**config.mk**
```make
export PLATFORM = sky130hd
export DESIGN_NAME = pll_dri_master_flat
export DESIGN_NICKNAME = d
export VERILOG_FILES = /design/src/rtl/pll_dri_pkg.sv /design/src/rtl/pll_dri_master_if.sv /design/src/rtl/pll_dri_timeout.sv /design/src/rtl/pll_dri_master.sv /design/src/flat_wrapper.sv
export SDC_FILE = /design/constraint.sdc
export NUM_CORES = 1
export LEC_CHECK = 0
export CORE_AREA = 2 2 163 117
export CTS_CLUSTER_SIZE = 40
export DETAILED_ROUTE_END_ITERATION = 7
export DIE_AREA = 0 0 165 119
export PLACE_DENSITY = 0.76
export SYNTH_ARGS = -nofsm -noshare
export SYNTH_HDL_FRONTEND = slang
export SYNTH_HIERARCHICAL = 1
export SYNTH_SLANG_ARGS = --single-unit
```
**constraint.sdc**
```tcl
create_clock -name CLK -period 6.1 [get_ports CLK]
set_input_delay 1.22 -clock CLK [delete_from_list [all_inputs] [get_ports CLK]]
set_output_delay 1.22 -clock CLK [all_outputs]
set_load 0.02 [all_outputs]
```
**src/rtl/pll_dri_pkg.sv**
```systemverilog
// Shared types and constants for the PF_CCC PLL DRI initiator.
package pll_dri_pkg;

    localparam int ADDR_W  = 9;
    localparam int DATA_W  = 33;
    localparam int CTRL_W  = ADDR_W + 2;
    localparam int CTRL_WR = 10;
    localparam int CTRL_RD = 9;

    typedef enum logic [1:0] {
        OP_RD   = 2'b00,
        OP_WR   = 2'b01,
        OP_RMW  = 2'b10,
        OP_RSVD = 2'b11
    } op_e;

    typedef enum logic [2:0] {
        ST_INIT,
        ST_IDLE,
        ST_RD_ISSUE,
        ST_RD_WAIT,
        ST_WR_ISSUE,
        ST_WR_WAIT,
        ST_RELOCK,
        ST_RESP
    } state_e;

    // Frequently accessed PLL registers
    localparam logic [ADDR_W-1:0] REG_DIV0_CTRL = 9'h005;
    localparam logic [ADDR_W-1:0] REG_DIV1_CTRL = 9'h006;

    function automatic logic [CTRL_W-1:0] dri_ctrl(input logic wr, input logic rd,
                                                   input logic [ADDR_W-1:0] addr);
        logic [CTRL_W-1:0] c;
        c                = '0;
        c[CTRL_WR]       = wr;
        c[CTRL_RD]       = rd;
        c[ADDR_W-1:0]    = addr;
        return c;
    endfunction

endpackage

```
**src/rtl/pll_dri_master_if.sv**
```systemverilog
// Request/response port plus the DRI pins of the PLL, bundled for pll_dri_master.
// PLL_LOCK joins the master modport only in the PLL_DRI_RELOCK_WAIT_EN build.
interface pll_dri_master_if;
    import pll_dri_pkg::*;

    logic              REQ_VALID;
    logic              REQ_READY;
    logic [1:0]        REQ_OP;
    logic [ADDR_W-1:0] REQ_ADDR;
    logic [DATA_W-1:0] REQ_WDATA;
    logic [DATA_W-1:0] REQ_MASK;
    logic              RSP_VALID;
    logic [DATA_W-1:0] RSP_RDATA;
    logic              RSP_ERR;
    logic [CTRL_W-1:0] DRI_CTRL;
    logic [DATA_W-1:0] DRI_WDATA;
    logic              DRI_ARST_N;
    logic [DATA_W-1:0] DRI_RDATA;
    logic              DRI_INTERRUPT;
    logic              PLL_LOCK;

    modport master (
        input  REQ_VALID, REQ_OP, REQ_ADDR, REQ_WDATA, REQ_MASK, DRI_RDATA, DRI_INTERRUPT,
`ifdef PLL_DRI_RELOCK_WAIT_EN
        input  PLL_LOCK,
`endif
        output REQ_READY, RSP_VALID, RSP_RDATA, RSP_ERR, DRI_CTRL, DRI_WDATA, DRI_ARST_N
    );

    modport slave (
        output REQ_VALID, REQ_OP, REQ_ADDR, REQ_WDATA, REQ_MASK, DRI_RDATA, DRI_INTERRUPT,
        output PLL_LOCK,
        input  REQ_READY, RSP_VALID, RSP_RDATA, RSP_ERR, DRI_CTRL, DRI_WDATA, DRI_ARST_N
    );

endinterface

```
**src/rtl/pll_dri_timeout.sv**
```systemverilog
// Purpose: 8-bit saturating wait counter; expired flags the last permitted wait cycle.
// Latency: clear/increment take effect at the next edge; expired is combinational.
// Backpressure: none.
module pll_dri_timeout #(
    parameter logic [7:0] LIMIT = 8'd255
) (
    input  logic clk,
    input  logic rst,
    input  logic clr,
    input  logic en,
    output logic expired
);

    logic [7:0] cnt;

    always_ff @(posedge clk or posedge rst) begin
        if (rst) begin
            cnt <= '0;
        end else if (clr) begin
            cnt <= '0;
        end else if (en && (cnt != 8'hFF)) begin
            cnt <= cnt + 8'd1;
        end
    end

    // True in the wait cycle whose increment would bring the count to LIMIT
    assign expired = en && (cnt >= (LIMIT - 8'd1));

endmodule

```
**src/rtl/pll_dri_master.sv**
```systemverilog
// Purpose: sequences read/write/RMW requests onto the PF_CCC DRI; macro PLL_DRI_RELOCK_WAIT_EN adds a relock wait.
// Latency: read = interrupt wait cycle k + 2; RMW = both phases; 255-cycle timeout per wait.
// Backpressure: one request in flight, REQ_READY only in IDLE; response is an unthrottled pulse.
module pll_dri_master
    import pll_dri_pkg::*;
#(
    parameter int TIMEOUT     = 255,
    parameter int ARST_CYCLES = 4
) (
    input logic              CLK,
    input logic              RESET,
    pll_dri_master_if.master bus
);

    localparam logic [7:0] INIT_LAST = 8'(ARST_CYCLES - 1);

    state_e            state;
    logic [7:0]        init_cnt;
    logic              rmw;
    logic [ADDR_W-1:0] addr_q;
    logic [DATA_W-1:0] wdata_q;
    logic [DATA_W-1:0] mask_q;
    logic [DATA_W-1:0] merged;
    logic              tmo_clr;
    logic              tmo_en;
    logic              tmo_exp;

    assign merged = (bus.DRI_RDATA & ~mask_q) | (wdata_q & mask_q);
    assign tmo_en = state inside {ST_RD_WAIT, ST_WR_WAIT, ST_RELOCK};

`ifdef PLL_DRI_RELOCK_WAIT_EN
    logic [1:0] lock_sync;
    logic       lock_s;
    logic       lock_fell;

    always_ff @(posedge CLK or posedge RESET) begin
        if (RESET) lock_sync <= '0;
        else       lock_sync <= {lock_sync[0], bus.PLL_LOCK};
    end
    assign lock_s  = lock_sync[1];
    assign tmo_clr = (state == ST_RD_ISSUE) || (state == ST_WR_ISSUE) ||
                     ((state == ST_WR_WAIT) && bus.DRI_INTERRUPT);
`else
    assign tmo_clr = (state == ST_RD_ISSUE) || (state == ST_WR_ISSUE);
`endif

    pll_dri_timeout #(.LIMIT(8'(TIMEOUT))) u_timeout (
        .clk     (CLK),
        .rst     (RESET),
        .clr     (tmo_clr),
        .en      (tmo_en),
        .expired (tmo_exp)
    );

    always_ff @(posedge CLK or posedge RESET) begin
        if (RESET) begin
            state          <= ST_INIT;
            init_cnt       <= '0;
            rmw            <= 1'b0;
            addr_q         <= '0;
            wdata_q        <= '0;
            mask_q         <= '0;
            bus.REQ_READY  <= 1'b0;
            bus.RSP_VALID  <= 1'b0;
            bus.RSP_RDATA  <= '0;
            bus.RSP_ERR    <= 1'b0;
            bus.DRI_CTRL   <= '0;
            bus.DRI_WDATA  <= '0;
            bus.DRI_ARST_N <= 1'b0;
`ifdef PLL_DRI_RELOCK_WAIT_EN
            lock_fell      <= 1'b0;
`endif
        end else begin
            case (state)
                ST_INIT: begin
                    if (init_cnt == INIT_LAST) begin
                        bus.DRI_ARST_N <= 1'b1;
                        bus.REQ_READY  <= 1'b1;
                        state          <= ST_IDLE;
                    end else begin
                        init_cnt <= init_cnt + 8'd1;
                    end
                end
                ST_IDLE: begin
                    if (bus.REQ_VALID) begin
                        bus.REQ_READY <= 1'b0;
                        bus.RSP_ERR   <= 1'b0;
                        addr_q        <= bus.REQ_ADDR;
                        wdata_q       <= bus.REQ_WDATA;
                        mask_q        <= bus.REQ_MASK;
                        rmw           <= (bus.REQ_OP == OP_RMW);
                        // Issue-cycle CTRL is loaded here so it is valid for exactly the ISSUE state
                        if (bus.REQ_OP == OP_WR) begin
                            bus.DRI_CTRL  <= dri_ctrl(1'b1, 1'b0, bus.REQ_ADDR);
                            bus.DRI_WDATA <= bus.REQ_WDATA;
                            state         <= ST_WR_ISSUE;
                        end else begin
                            bus.DRI_CTRL <= dri_ctrl(1'b0, 1'b1, bus.REQ_ADDR);
                            state        <= ST_RD_ISSUE;
                        end
                    end
                end
                ST_RD_ISSUE: begin
                    bus.DRI_CTRL <= '0;
                    state        <= ST_RD_WAIT;
                end
                ST_RD_WAIT: begin
                    if (bus.DRI_INTERRUPT) begin
                        bus.RSP_RDATA <= bus.DRI_RDATA;
                        if (rmw) begin
                            bus.DRI_CTRL  <= dri_ctrl(1'b1, 1'b0, addr_q);
                            bus.DRI_WDATA <= merged;
                            state         <= ST_WR_ISSUE;
                        end else begin
                            bus.RSP_VALID <= 1'b1;
                            state         <= ST_RESP;
                        end
                    end else if (tmo_exp) begin
                        bus.RSP_ERR   <= 1'b1;
                        bus.RSP_VALID <= 1'b1;
                        state         <= ST_RESP;
                    end
                end
                ST_WR_ISSUE: begin
                    bus.DRI_CTRL <= '0;
                    state        <= ST_WR_WAIT;
                end
                ST_WR_WAIT: begin
                    if (bus.DRI_INTERRUPT) begin
`ifdef PLL_DRI_RELOCK_WAIT_EN
                        lock_fell <= ~lock_s;
                        state     <= ST_RELOCK;
`else
                        bus.RSP_VALID <= 1'b1;
                        state         <= ST_RESP;
`endif
                    end else if (tmo_exp) begin
                        bus.RSP_ERR   <= 1'b1;
                        bus.RSP_VALID <= 1'b1;
                        state         <= ST_RESP;
                    end
                end
`ifdef PLL_DRI_RELOCK_WAIT_EN
                ST_RELOCK: begin
                    if (lock_fell && lock_s) begin
                        bus.RSP_VALID <= 1'b1;
                        state         <= ST_RESP;
                    end else if (tmo_exp) begin
                        bus.RSP_ERR   <= 1'b1;
                        bus.RSP_VALID <= 1'b1;
                        state         <= ST_RESP;
                    end else if (!lock_s) begin
                        lock_fell <= 1'b1;
                    end
                end
`endif
                ST_RESP: begin
                    bus.RSP_VALID <= 1'b0;
                    bus.REQ_READY <= 1'b1;
                    state         <= ST_IDLE;
                end
                default: begin
                    bus.REQ_READY <= 1'b1;
                    state         <= ST_IDLE;
                end
            endcase
        end
    end

endmodule

```
**src/flat_wrapper.sv**
```systemverilog
// flat-port wrapper written by rule: the top's interface ports become plain ports
module pll_dri_master_flat import pll_dri_pkg::*;
#(
    parameter int TIMEOUT     = 255,
    parameter int ARST_CYCLES = 4
)
  (CLK, RESET, bus_REQ_VALID, bus_REQ_OP, bus_REQ_ADDR, bus_REQ_WDATA, bus_REQ_MASK, bus_DRI_RDATA, bus_DRI_INTERRUPT, bus_REQ_READY, bus_RSP_VALID, bus_RSP_RDATA, bus_RSP_ERR, bus_DRI_CTRL, bus_DRI_WDATA, bus_DRI_ARST_N);
  pll_dri_master_if bus_i ();
  input logic CLK;
  input logic RESET;
  input wire logic [$bits(bus_i.REQ_VALID)-1:0] bus_REQ_VALID;
  input wire logic [$bits(bus_i.REQ_OP)-1:0] bus_REQ_OP;
  input wire logic [$bits(bus_i.REQ_ADDR)-1:0] bus_REQ_ADDR;
  input wire logic [$bits(bus_i.REQ_WDATA)-1:0] bus_REQ_WDATA;
  input wire logic [$bits(bus_i.REQ_MASK)-1:0] bus_REQ_MASK;
  input wire logic [$bits(bus_i.DRI_RDATA)-1:0] bus_DRI_RDATA;
  input wire logic [$bits(bus_i.DRI_INTERRUPT)-1:0] bus_DRI_INTERRUPT;
  output wire logic [$bits(bus_i.REQ_READY)-1:0] bus_REQ_READY;
  output wire logic [$bits(bus_i.RSP_VALID)-1:0] bus_RSP_VALID;
  output wire logic [$bits(bus_i.RSP_RDATA)-1:0] bus_RSP_RDATA;
  output wire logic [$bits(bus_i.RSP_ERR)-1:0] bus_RSP_ERR;
  output wire logic [$bits(bus_i.DRI_CTRL)-1:0] bus_DRI_CTRL;
  output wire logic [$bits(bus_i.DRI_WDATA)-1:0] bus_DRI_WDATA;
  output wire logic [$bits(bus_i.DRI_ARST_N)-1:0] bus_DRI_ARST_N;
  assign bus_i.REQ_VALID = bus_REQ_VALID;
  assign bus_i.REQ_OP = bus_REQ_OP;
  assign bus_i.REQ_ADDR = bus_REQ_ADDR;
  assign bus_i.REQ_WDATA = bus_REQ_WDATA;
  assign bus_i.REQ_MASK = bus_REQ_MASK;
  assign bus_i.DRI_RDATA = bus_DRI_RDATA;
  assign bus_i.DRI_INTERRUPT = bus_DRI_INTERRUPT;
  assign bus_REQ_READY = bus_i.REQ_READY;
  assign bus_RSP_VALID = bus_i.RSP_VALID;
  assign bus_RSP_RDATA = bus_i.RSP_RDATA;
  assign bus_RSP_ERR = bus_i.RSP_ERR;
  assign bus_DRI_CTRL = bus_i.DRI_CTRL;
  assign bus_DRI_WDATA = bus_i.DRI_WDATA;
  assign bus_DRI_ARST_N = bus_i.DRI_ARST_N;
  pll_dri_master #(.TIMEOUT(TIMEOUT), .ARST_CYCLES(ARST_CYCLES)) u_core (.CLK(CLK), .RESET(RESET), .bus(bus_i));
endmodule
```
Word level (Yosys, flattened, before mapping)
Index checks and enable logic that the tools add are counted.
Storage, ports and cells
  register bits: 176
  output and inout port bits: 81
  word-level logic and storage cells: 96
Operators by class
  $add $sub $neg: 2
  magnitude comparators: 1
  equality and inequality tests: 19
  mux-type cells: 31
  bitwise logic cells: 6
  reductions and logical operators: 23
Operators with widths (count)
  two-way mux 33 bit: 4
  bitwise AND 33 bit: 2
  case mux 33 bit (2 select lines): 1
  two-way mux 11 bit: 4
  inverter 33 bit: 1
  OR 33 bit: 1
  case mux 11 bit (3 select lines): 1
  two-way mux 3 bit: 6
  case mux 3 bit (6 select lines): 1
  adder 8 x 1 -> 8 bit (second input constant): 2
  two-way mux 8 bit: 2
  == test 3 bit (second input constant): 4
  AND reduction 2 bit: 6
  nonzero test 3 bit: 3
  == test 8 x 2 -> 1 bit (second input constant): 1
  greater-or-equal comparator 8 bit (second input constant): 1
  two-way mux 1 bit: 8
  inequality test 2 x 1 -> 1 bit (second input constant): 4
  inequality test 8 bit (second input constant): 1
  AND reduction 4 bit: 2
  == test 3 x 2 -> 1 bit (second input constant): 2
  inequality test 2 bit (second input constant): 3
  case mux 1 bit (3 select lines): 2
  nonzero test 2 bit: 3
  other kinds (14): 17

Depth between registers and ports, before layout
Gate-level depths: netlist of the first run.
  depth after elaboration: 6
  depth in mapped cells: 9
  gate-level depth less buffers: 7

By module
Netlist of the first run, hierarchy kept.
By module, submodules not included
  pll_dri_master: instances 1, cells an instance 657, area each 7514.7 µm², seq. area each 4204.0 µm²
  pll_dri_timeout: instances 1, cells an instance 50, area each 469.2 µm², seq. area each 200.2 µm²

Worst setup path before layout of the first run
No wires, ideal clock.
  kind: input to register
  from: in bus_REQ_VALID
  to: reg u_core.bus.DRI_WDATA[10]
  library setup time: 125 ps
  data arrival time: 2361 ps
  data required time: 5975 ps
  slack: 3614 ps
  stages on the path: 6
  path buffers: 3
  cell sequence: nor4bb_1 clkbuf_1 a32o_1 buf_6 buf_6 mux2_4
Between the ends
  longest elaborated chain between the ends: 2
RTL lines
  start, declared: line flat_wrapper.sv:11  | input wire logic [$bits(bus_i.REQ_VALID)-1:0] bus_REQ_VALID;
  inequality test 2 bit (no source line)
  AND reduction 5 bit (no source line)
  end signal, assigned: line pll_dri_master.sv:95  | bus.DRI_WDATA <= bus.REQ_WDATA;
  end signal, assigned: line pll_dri_master.sv:112  | bus.DRI_WDATA <= merged;
  end, declared: line pll_dri_master_if.sv:27  | output REQ_READY, RSP_VALID, RSP_RDATA, RSP_ERR, DRI_CTRL, DRI_WDATA, DRI_ARST_N
No other way between the ends.
A chain may end at the register's enable or synchronous reset.

Worst setup path after layout of the first run
  from: in bus_REQ_VALID
  to: reg u_core.bus.DRI_WDATA[30]
Same word-level chain as after synthesis.

==> flow_summary.json, run 1 <==
{
  "nets": 1004,
  "postCtsSetupRepairBufs": 0,
  "dieHeight_um": 119,
  "crit_slowest_cell": "clkdlybuf4s50_1",
  "grt_util_all_layers": 0.204,
  "clkLatencyLatePin_ns": 0.42,
  "port_buffers": 194,
  "root_buffer": "clkbuf_16",
  "crit_family": "buffers and inverters",
  "ys_seq_area_frac": 0.552,
  "synth.distinct_cells": 53,
  "synth-seq-cells": 176,
  "coreArea_um2": 18300,
  "status": "completed",
  "hpwl_um": 12400,
  "cp-end-kind": "flop",
  "grt_pass1_vias": 5948,
  "synthXorXnorAreaFrac": 0.00987,
  "period_share": 0.483,
  "grt-ovfl-total": 0,
  "powerDensity_nw_per_um2": 534,
  "drive_gt1_frac": 0.213,
  "ant_nets": 0,
  "insertedDiodeCount": 0,
  "grtUsageMet2": 0.312,
  "ios": 195,
  "antenna_found_initial": 0,
  "synthesis.nets": 824,
  "rows": 42,
  "synth_top_family_by_area": "multiplexers",
  "die-area_um2": 19600,
  "grt_use_met3": 0.0669,
  "vias": 5808,
  "clock_sinks": 176,
  "ys.warnings.count": 6,
  "r2r_cells": 7,
  "postSynthAreaPerCell_um2": 11.3,
  "synth_mux_area_frac": 0.217,
  "rsz0062_at_grt": "no",
  "holdCritPathClass": "reg2reg",
  "timing.slew.headroom": 0.373,
  "wl_per_cell_um": 16.7,
  "syn_inst": 707,
  "path_cells": "clkdlybuf4s50_1 -> nor4bb_4 -> a32o_2 -> buf_4 -> mux2_2",
  "min_path_cells": 2,
  "yosys_most_used_dff": "dfrtp_1",
  "async_reset_ff_frac": 1.00,
  "drt-total-wl_um": 19100,
  "period_needed_ns": 2.95,
  "path_class": "in2reg",
  "place_congestion": 0.826,
  "via_per_inst": 5.09,
  "clockBufferDepth": 2,
  "cts_tree": "built",
  "ctsHtreeMaxLevel": 4,
  "synth_fa_ha_area_frac": 0.00470,
  "synthSimpleGateAreaFrac": 0.148,
  "cp_slowest_stage_delay_ns": 0.56,
  "timing.fmax_ghz": 0.339,
  "hold_viol_final": 0,
  "start_kind": "input port",
  "die_w_um": 165,
  "p_leak_nw": 4.89,
  "drc": 0,
  "skew_ns": 0.00843,
  "cts_hold_buf": 0,
  "grt_max_degree": 86,
  "path_max_fanout": 34,
  "netlist_area_um2": 7980,
  "slew_violations": 0,
  "setup_tns_ns": 0,
  "ctsResizeCount": 0,
  "first_pass_iters": 5,
  "cap_violations": 0,
  "grt-busiest-layer": "met2",
  "synth_compound_area_frac": 0.0395,
  "vdd_drop_max_v": 0.000273,
  "initial_utilization": 0.435,
  "critical_path_buf_inv_count": 2,
  "cp.arrival_ns": 3.25,
  "crit_required_ns": 6.40,
  "finalPower_mw": 5.75,
  "synth_edf_count": 0,
  "cts_made_buffers": 17,
  "worst_pin_slew_ns": 0.937,
  "clk_pin_slew_ns": 0.06,
  "syn_to_final_growth_pct": 35.0,
  "cp_num_cells": 5,
  "final-setup-viol-count": 0,
  "drt_iter0_markers": 390,
  "met1_usage": 0.284,
  "grt_pass1_wl_um": 31200
}
registers in the layout, summed over array words and instances, names as in the netlist:
register and count:
u_core/mask_q 33, u_core/bus.REQ_READY 1, u_core/state 3, u_core/bus.RSP_ERR 1, u_core/bus.RSP_RDATA 33, u_core/addr_q 9, u_core/bus.DRI_CTRL 11, u_core/wdata_q 33
u_core/u_timeout/cnt 8, u_core/bus.RSP_VALID 1, u_core/rmw 1, u_core/bus.DRI_WDATA 33, u_core/bus.DRI_ARST_N 1, u_core/init_cnt 8
power by group:
part | switching [mW] | total, mW | internal (mW)
clock network | 0.481 | 1.23 | 0.746
registers | 0.369 | 2.08 | 1.71
logic | 1.16 | 2.44 | 1.29
total | 2.01 | 5.75 | 3.75
path summary, 6_finish.rpt:
check	startpoint	endpoint	slack, ns
setup / recovery	bus_REQ_VALID	u_core/bus.DRI_WDATA[30]	3.15
hold / removal	u_core/wdata_q[10]	u_core/wdata_q[10]	0.47
setup reg to reg	u_core/state[1]	u_core/state[1]	3.27
hold reg to reg	u_core/wdata_q[10]	u_core/wdata_q[10]	0.47
max in group asynchronous	RESET	u_core/init_cnt[2]	3.62
min in group asynchronous	RESET	u_core/u_timeout/cnt[0]	1.20
final cells by class:
type	count	area [um2]
Clock buffer	18	439
Sequential cell	176	4400
Clock inverter	14	223
Tap cell	242	303
Timing Repair Buffer	201	1990
Fill cell	1495	7560
Multi-Input combinational cell	482	3380
Inverter	9	38.8
per-stage QoR:
step / area [um2] / hold slack (ns) / setup slack, ns / util / instances
global route: 10800 / 0.494 / 3.02 / 0.588 / 1142
global placement: 10100 / 0.455 / 2.77 / 0.552 / 1110
detailed placement: 10100 / 0.459 / 2.71 / 0.552 / 1110
CTS: 10800 / 0.477 / 3.15 / 0.588 / 1142
finish: 10800 / 0.474 / 3.15 / 0.588 / 1142
floorplan: 7980 / 0.440 / 0.333 / - / 707
layout by cell type (no fill, tap or decap), drive strengths merged, types with 2 or more instances in the layout:
cell / Yosys / layout
nand2: 240 / 240
clkdlybuf4s50: 0 / 194
dfrtp: 176 / 176
mux2: 143 / 143
clkbuf: 21 / 18
inv: 9 / 15
nor2: 13 / 13
a32o: 10 / 10
nand3: 9 / 9
buf: 19 / 7
nor3: 7 / 7
a21oi: 6 / 6
xor2: 6 / 6
bufinv: 0 / 5
a211oi: 4 / 4
o21bai: 3 / 3
xnor2: 3 / 3
ha: 3 / 3
nand4: 3 / 3
clkinvlp: 0 / 2
nand2b: 2 / 2
nor2b: 2 / 2
o21ai: 2 / 2
o211ai: 2 / 2
and4: 2 / 2
per-layer routing:
metal  vias up  wire, um
li1       2749         -
met1      2851      8980
met2       192      8430
met3        16      1510
met4         0       184
met5         -         0
Yosys cell counts (5+ instances only):
cell type / count / area share
nand2_1: 240 / 0.11
dfrtp_1: 176 / 0.55
mux2_2: 113 / 0.16
mux2_4: 29 / 0.055
clkbuf_1: 21 / 0.0099
buf_2: 12 / 0.0075
nor2_1: 12 / 0.0056
a32o_1: 10 / 0.013
inv_1: 9 / 0.0042
nand3_1: 8 / 0.0050
a21oi_1: 6 / 0.0038
nor3_1: 6 / 0.0038
xor2_1: 6 / 0.0066
buf_6: 5 / 0.0071
worst min-delay path: cells and delay by family, from the launching register on:
kind | cells | cell delay (ns)
flip-flops | 1 | 0.34
AND/OR/NAND/NOR | 2 | 0.10
cells by family after synthesis:
kind of cell             after synthesis
buffers and inverters                 49
AND/OR/NAND/NOR                      286
multiplexers                         144
XOR/XNOR                               9
adder cells (fa/ha/maj)                3
AO/OA/AOI/OAI                         40
flip-flops                           176
Power figures use the tool's default switching activity.
==> inputs of run 2 (changes only) <==
--- a/config.mk
+++ b/config.mk
@@ -5,11 +5,11 @@
 export SDC_FILE = /design/constraint.sdc
 export NUM_CORES = 1
 export LEC_CHECK = 0
-export CORE_AREA = 2 2 163 117
+export CORE_AREA = 2 2 155 111
 export CTS_CLUSTER_SIZE = 40
 export DETAILED_ROUTE_END_ITERATION = 7
-export DIE_AREA = 0 0 165 119
-export PLACE_DENSITY = 0.76
+export DIE_AREA = 0 0 157 113
+export PLACE_DENSITY = 0.8
 export SYNTH_ARGS = -nofsm -noshare
 export SYNTH_HDL_FRONTEND = slang
 export SYNTH_HIERARCHICAL = 1
==> constraint.sdc (replaced) <==
create_clock -name CLK -period 3.1 [get_ports CLK]
set_input_delay 0.62 -clock CLK [delete_from_list [all_inputs] [get_ports CLK]]
set_output_delay 0.62 -clock CLK [all_outputs]
set_load 0.02 [all_outputs]
==> flow_summary.json, run 2 (synthesis results as in run 1) <==
{
  "status": "completed",
  "antenna_found_initial": 0,
  "start_kind": "flop",
  "cts_tree": "built",
  "crit_required_ns": 3.40,
  "grt_pass1_vias": 6192,
  "path_class": "reg2reg",
  "insertedDiodeCount": 0,
  "wl_per_cell_um": 16.9,
  "cp_slowest_stage_delay_ns": 0.68,
  "cp-end-kind": "flop",
  "rsz0062_at_grt": "no",
  "drive_gt1_frac": 0.218,
  "powerDensity_nw_per_um2": 1020,
  "drt_iter0_markers": 401,
  "critical_path_buf_inv_count": 0,
  "drc": 0,
  "skew_ns": 0.00744,
  "clockBufferDepth": 2,
  "nets": 1014,
  "clkLatencyLatePin_ns": 0.42,
  "dp_cells": 1103,
  "rows": 39,
  "ctsResizeCount": 0,
  "cp.arrival_ns": 2.81,
  "intPower_mw": 7.15,
  "power.switching_mw": 3.86,
  "p_comb_frac": 0.443,
  "dieHeight_um": 113,
  "holdCritPathClass": "reg2reg",
  "grt_pass1_wl_um": 31400,
  "syn_to_final_growth_pct": 35.1,
  "switching_share": 0.351,
  "first_pass_iters": 4,
  "pwr-share-seq": 0.369,
  "cts_hold_buf": 0,
  "grt-ovfl-total": 0,
  "via_per_inst": 5.15,
  "hpwl_um": 13200,
  "period_needed_ns": 2.51,
  "ctsHtreeMaxLevel": 4,
  "clock_sinks": 176,
  "timing.slew.headroom": 0.427,
  "root_buffer": "clkbuf_16",
  "timing.fmax_ghz": 0.399,
  "worst_pin_slew_ns": 0.859,
  "clock_power_share": 0.189,
  "period_share": 0.809,
  "dpl_cell_area_um2": 10200,
  "setup_tns_ns": 0,
  "port_buffers": 194,
  "path_max_fanout": 17,
  "crit_family": "simple AND/OR/NAND/NOR gates",
  "mostFrequentLayoutCells": "nand2_1 (239), clkdlybuf4s50_1 (194), dfrtp_1 (176), mux2_2 (113), mux2_4 (29)",
  "clk_pin_slew_ns": 0.06,
  "path_cells": "xnor2_1 -> mux2i_1 -> nand3_2 -> nor3_1 -> nor2_1 -> a2111o_1 -> o311ai_0",
  "die-area_um2": 17700,
  "finish.instance_area_um2": 10800,
  "die_w_um": 157,
  "slew_violations": 0,
  "finalPower_mw": 11.0,
  "vdd_drop_max_v": 0.000577,
  "cts_made_buffers": 17,
  "final_core_util": 0.668,
  "initial_utilization": 0.494,
  "mostFrequentLayoutCell": "nand2_1",
  "final_cells": 1133,
  "crit_slowest_cell": "dfrtp_1",
  "ant_nets": 0,
  "coreArea_um2": 16200,
  "postCtsSetupRepairBufs": 0,
  "drt-total-wl_um": 19200,
  "grt_max_degree": 80,
  "place_congestion": 0.847,
  "cap_violations": 0,
  "vias": 5835,
  "ios": 195,
  "grt_util_all_layers": 0.227,
  "hold_viol_final": 0,
  "final-setup-viol-count": 0,
  "p_leak_nw": 4.91
}
-- run 2: path summary, 6_finish.rpt --
kind	startpoint	endpoint	slack, ns	cells after the start
worst min-delay path	u_core/wdata_q[27]	u_core/wdata_q[27]	0.47	2
min in group asynchronous	RESET	u_core/u_timeout/cnt[7]	0.54	2
max in group asynchronous	RESET	u_core/bus.REQ_READY	1.76	3
worst max register to register	u_core/state[1]	u_core/state[1]	0.59	7
worst min register to register	u_core/wdata_q[27]	u_core/wdata_q[27]	0.47	2
worst max-delay path	u_core/state[1]	u_core/state[1]	0.59	7
-- run 2: area by class of cell --
type / instances / area, um2
clock buffer: 20 / 447
multi-input combinational: 482 / 3380
fill: 1221 / 5370
clock inverter: 10 / 115
timing repair buffer: 211 / 2120
inverter: 9 / 37.5
tap: 225 / 282
sequential: 176 / 4400
-- run 2: per-stage QoR --
stage | hold slack (ns) | setup WS (ns)
6_report | 0.470 | 0.591
5_1_grt | 0.495 | 0.374
4_1_cts | 0.473 | 0.625
3_5_place_dp | 0.457 | 0.511
3_3_place_gp | 0.452 | 0.558
2_1_floorplan | 0.436 | 0.339
-- run 2: per-layer routing --
metal | vias to the layer above | part of all wire | track usage
met5 | - | 0 | 0
met4 | 0 | 0.010 | 0.0587
met3 | 14 | 0.079 | 0.0728
met2 | 196 | 0.45 | 0.352
met1 | 2862 | 0.46 | 0.309
li1 | 2763 | - | -
-- run 2: worst register-to-register path, delay by kind of cell, from the launching register on --
kind                      cells  cell delay [ns]
and+or+nand+nor               3             0.71
muxes                         1             0.26
xor gates and xnor gates      1             0.25
DFF                           1             0.68
AOI/OAI and AO/OA             2             0.50
-- run 2: power by group through the flow --
stage	Sequential [mW]	Clock (mW)	Combinational [mW]
5_1_grt	4.19	2.24	5.28
3_5_place_dp	4.07	0	4.91
6_report	4.06	2.08	4.88
2_1_floorplan	4.57	0	2.51
3_3_place_gp	4.05	0	4.79
4_1_cts	4.06	2.12	4.92
==> inputs of run 3 (changes only) <==
==> constraint.sdc (replaced) <==
create_clock -name CLK -period 2.5 [get_ports CLK]
set_input_delay 0.5 -clock CLK [delete_from_list [all_inputs] [get_ports CLK]]
set_output_delay 0.5 -clock CLK [all_outputs]
set_load 0.02 [all_outputs]
==> flow_summary.json, run 3 (synthesis results as in run 1) <==
{
  "clock_power_share": 0.191,
  "dieHeight_um": 113,
  "clock_sinks": 176,
  "final-setup-viol-count": 0,
  "drt_iter0_markers": 278,
  "drive_gt1_frac": 0.226,
  "wl_per_cell_um": 16.8,
  "grt_max_degree": 80,
  "clockBufferDepth": 2,
  "hpwl_um": 13100,
  "dp_cells": 1109,
  "cts_hold_buf": 0,
  "clk_pin_slew_ns": 0.06,
  "p_leak_nw": 4.96,
  "cp_slowest_stage_delay_ns": 0.46,
  "ant_nets": 0,
  "ctsResizeCount": 0,
  "grt_util_all_layers": 0.227,
  "start_kind": "flop",
  "cts_made_buffers": 17,
  "finalPower_mw": 13.9,
  "powerDensity_nw_per_um2": 1280,
  "cts_tree": "built",
  "period_needed_ns": 2.08,
  "nets": 1020,
  "slew_violations": 0,
  "root_buffer": "clkbuf_16",
  "place_congestion": 0.854,
  "crit_required_ns": 2.81,
  "cap_violations": 0,
  "cp-end-kind": "flop",
  "pwr-share-seq": 0.360,
  "drt-total-wl_um": 19200,
  "final_cells": 1141,
  "crit_family": "simple AND/OR/NAND/NOR gates",
  "power.switching_mw": 4.89,
  "drc": 0,
  "critical_path_buf_inv_count": 0,
  "coreArea_um2": 16200,
  "worst_pin_slew_ns": 0.665,
  "cp.arrival_ns": 2.38,
  "via_per_inst": 5.09,
  "initial_utilization": 0.494,
  "intPower_mw": 9.03,
  "ctsHtreeMaxLevel": 4,
  "timing.fmax_ghz": 0.482,
  "holdCritPathClass": "in2async",
  "port_buffers": 194,
  "crit_slowest_cell": "dfrtp_1",
  "path_max_fanout": 8,
  "insertedDiodeCount": 0,
  "postCtsSetupRepairBufs": 0,
  "timing.slew.headroom": 0.550,
  "rsz0062_at_grt": "no",
  "first_pass_iters": 5,
  "status": "completed",
  "vdd_drop_max_v": 0.000663,
  "mostFrequentLayoutCells": "nand2_1 (239), clkdlybuf4s50_1 (194), dfrtp_1 (176), mux2_2 (113), mux2_4 (29)",
  "grt_pass1_vias": 6135,
  "grt_pass1_wl_um": 31300,
  "period_share": 0.831,
  "die_w_um": 157,
  "skew_ns": 0.00826,
  "mostFrequentLayoutCell": "nand2_1",
  "dp_slack_ns": 0.143,
  "die-area_um2": 17700,
  "rows": 39,
  "grt-ovfl-total": 0,
  "hold_viol_final": 0,
  "antenna_found_initial": 0,
  "p_comb_frac": 0.450,
  "switching_share": 0.352,
  "syn_to_final_growth_pct": 36.3,
  "clkLatencyLatePin_ns": 0.42,
  "path_cells": "xnor2_1 -> mux2i_1 -> nand3_2 -> nor3_1 -> nor2_1 -> a2111o_1 -> o311ai_0",
  "path_class": "reg2reg",
  "vias": 5802,
  "fin_ws_ns": 0.423,
  "ios": 195,
  "nFillCells": 1219,
  "final_core_util": 0.674
}
## run 3: cell count changes in the layout (fill, tap and decap cells not counted)
cell	delta
buf_4	+4
buf_12	+2
inv_6	+2
clkbuf_1	-1
clkbuf_8	+1
clkinv_4	+1
clkinvlp_4	-1
## run 3: path summary, 6_finish.rpt
kind | from | slack (ns) | cells past startpoint | to
worst max-delay path | u_core/state[1] | 0.42 | 7 | u_core/state[1]
worst min-delay path | RESET | 0.40 | 2 | u_core/bus.DRI_WDATA[2]
worst max register to register | u_core/state[1] | 0.42 | 7 | u_core/state[1]
worst min register to register | u_core/wdata_q[27] | 0.47 | 2 | u_core/wdata_q[27]
max in group asynchronous | RESET | 1.48 | 3 | u_core/bus.DRI_WDATA[32]
min in group CLK | u_core/wdata_q[27] | 0.47 | 2 | u_core/wdata_q[27]
## run 3: metal layers
layer	track usage	up-vias	share of wire
met1	0.306	2809	0.46
met3	0.0770	24	0.080
li1	-	2780	-
met4	0.0667	0	0.013
met2	0.351	189	0.45
met5	0	-	0
## run 3: layout make-up
cell class              count  area, um2  share of cell area
inverters                   9       37.5             0.00345
repair buffers            217       2190               0.201
multi-input cells         482       3380               0.311
flip-flops and latches    176       4400               0.405
clock buffers              20        457              0.0420
well taps                 225        282              0.0259
clock inverters            12        134              0.0123
## run 3: power groups by stage
stage | combinational [mW] | sequential (mW) | clock (mW)
after global placement | 6.12 | 4.99 | 0
after global routing | 6.76 | 5.17 | 2.86
after detailed placement | 6.28 | 5.02 | 0
after floorplan | 3.12 | 5.67 | 0
after CTS | 6.32 | 5.01 | 2.72
final | 6.26 | 5.01 | 2.65
## run 3: per-stage QoR
| step | hold WS (ns) | instance area (um2) | TNS (ns) |
|---|---|---|---|
| after CTS | 0.393 | 10900 | 0 |
| after floorplan | 0.316 | 7990 | -23.64 |
| after global placement | 0.452 | 10300 | 0 |
| after detailed placement | 0.458 | 10300 | 0 |
| final | 0.400 | 10900 | 0 |
| after global routing | 0.393 | 10900 | 0 |
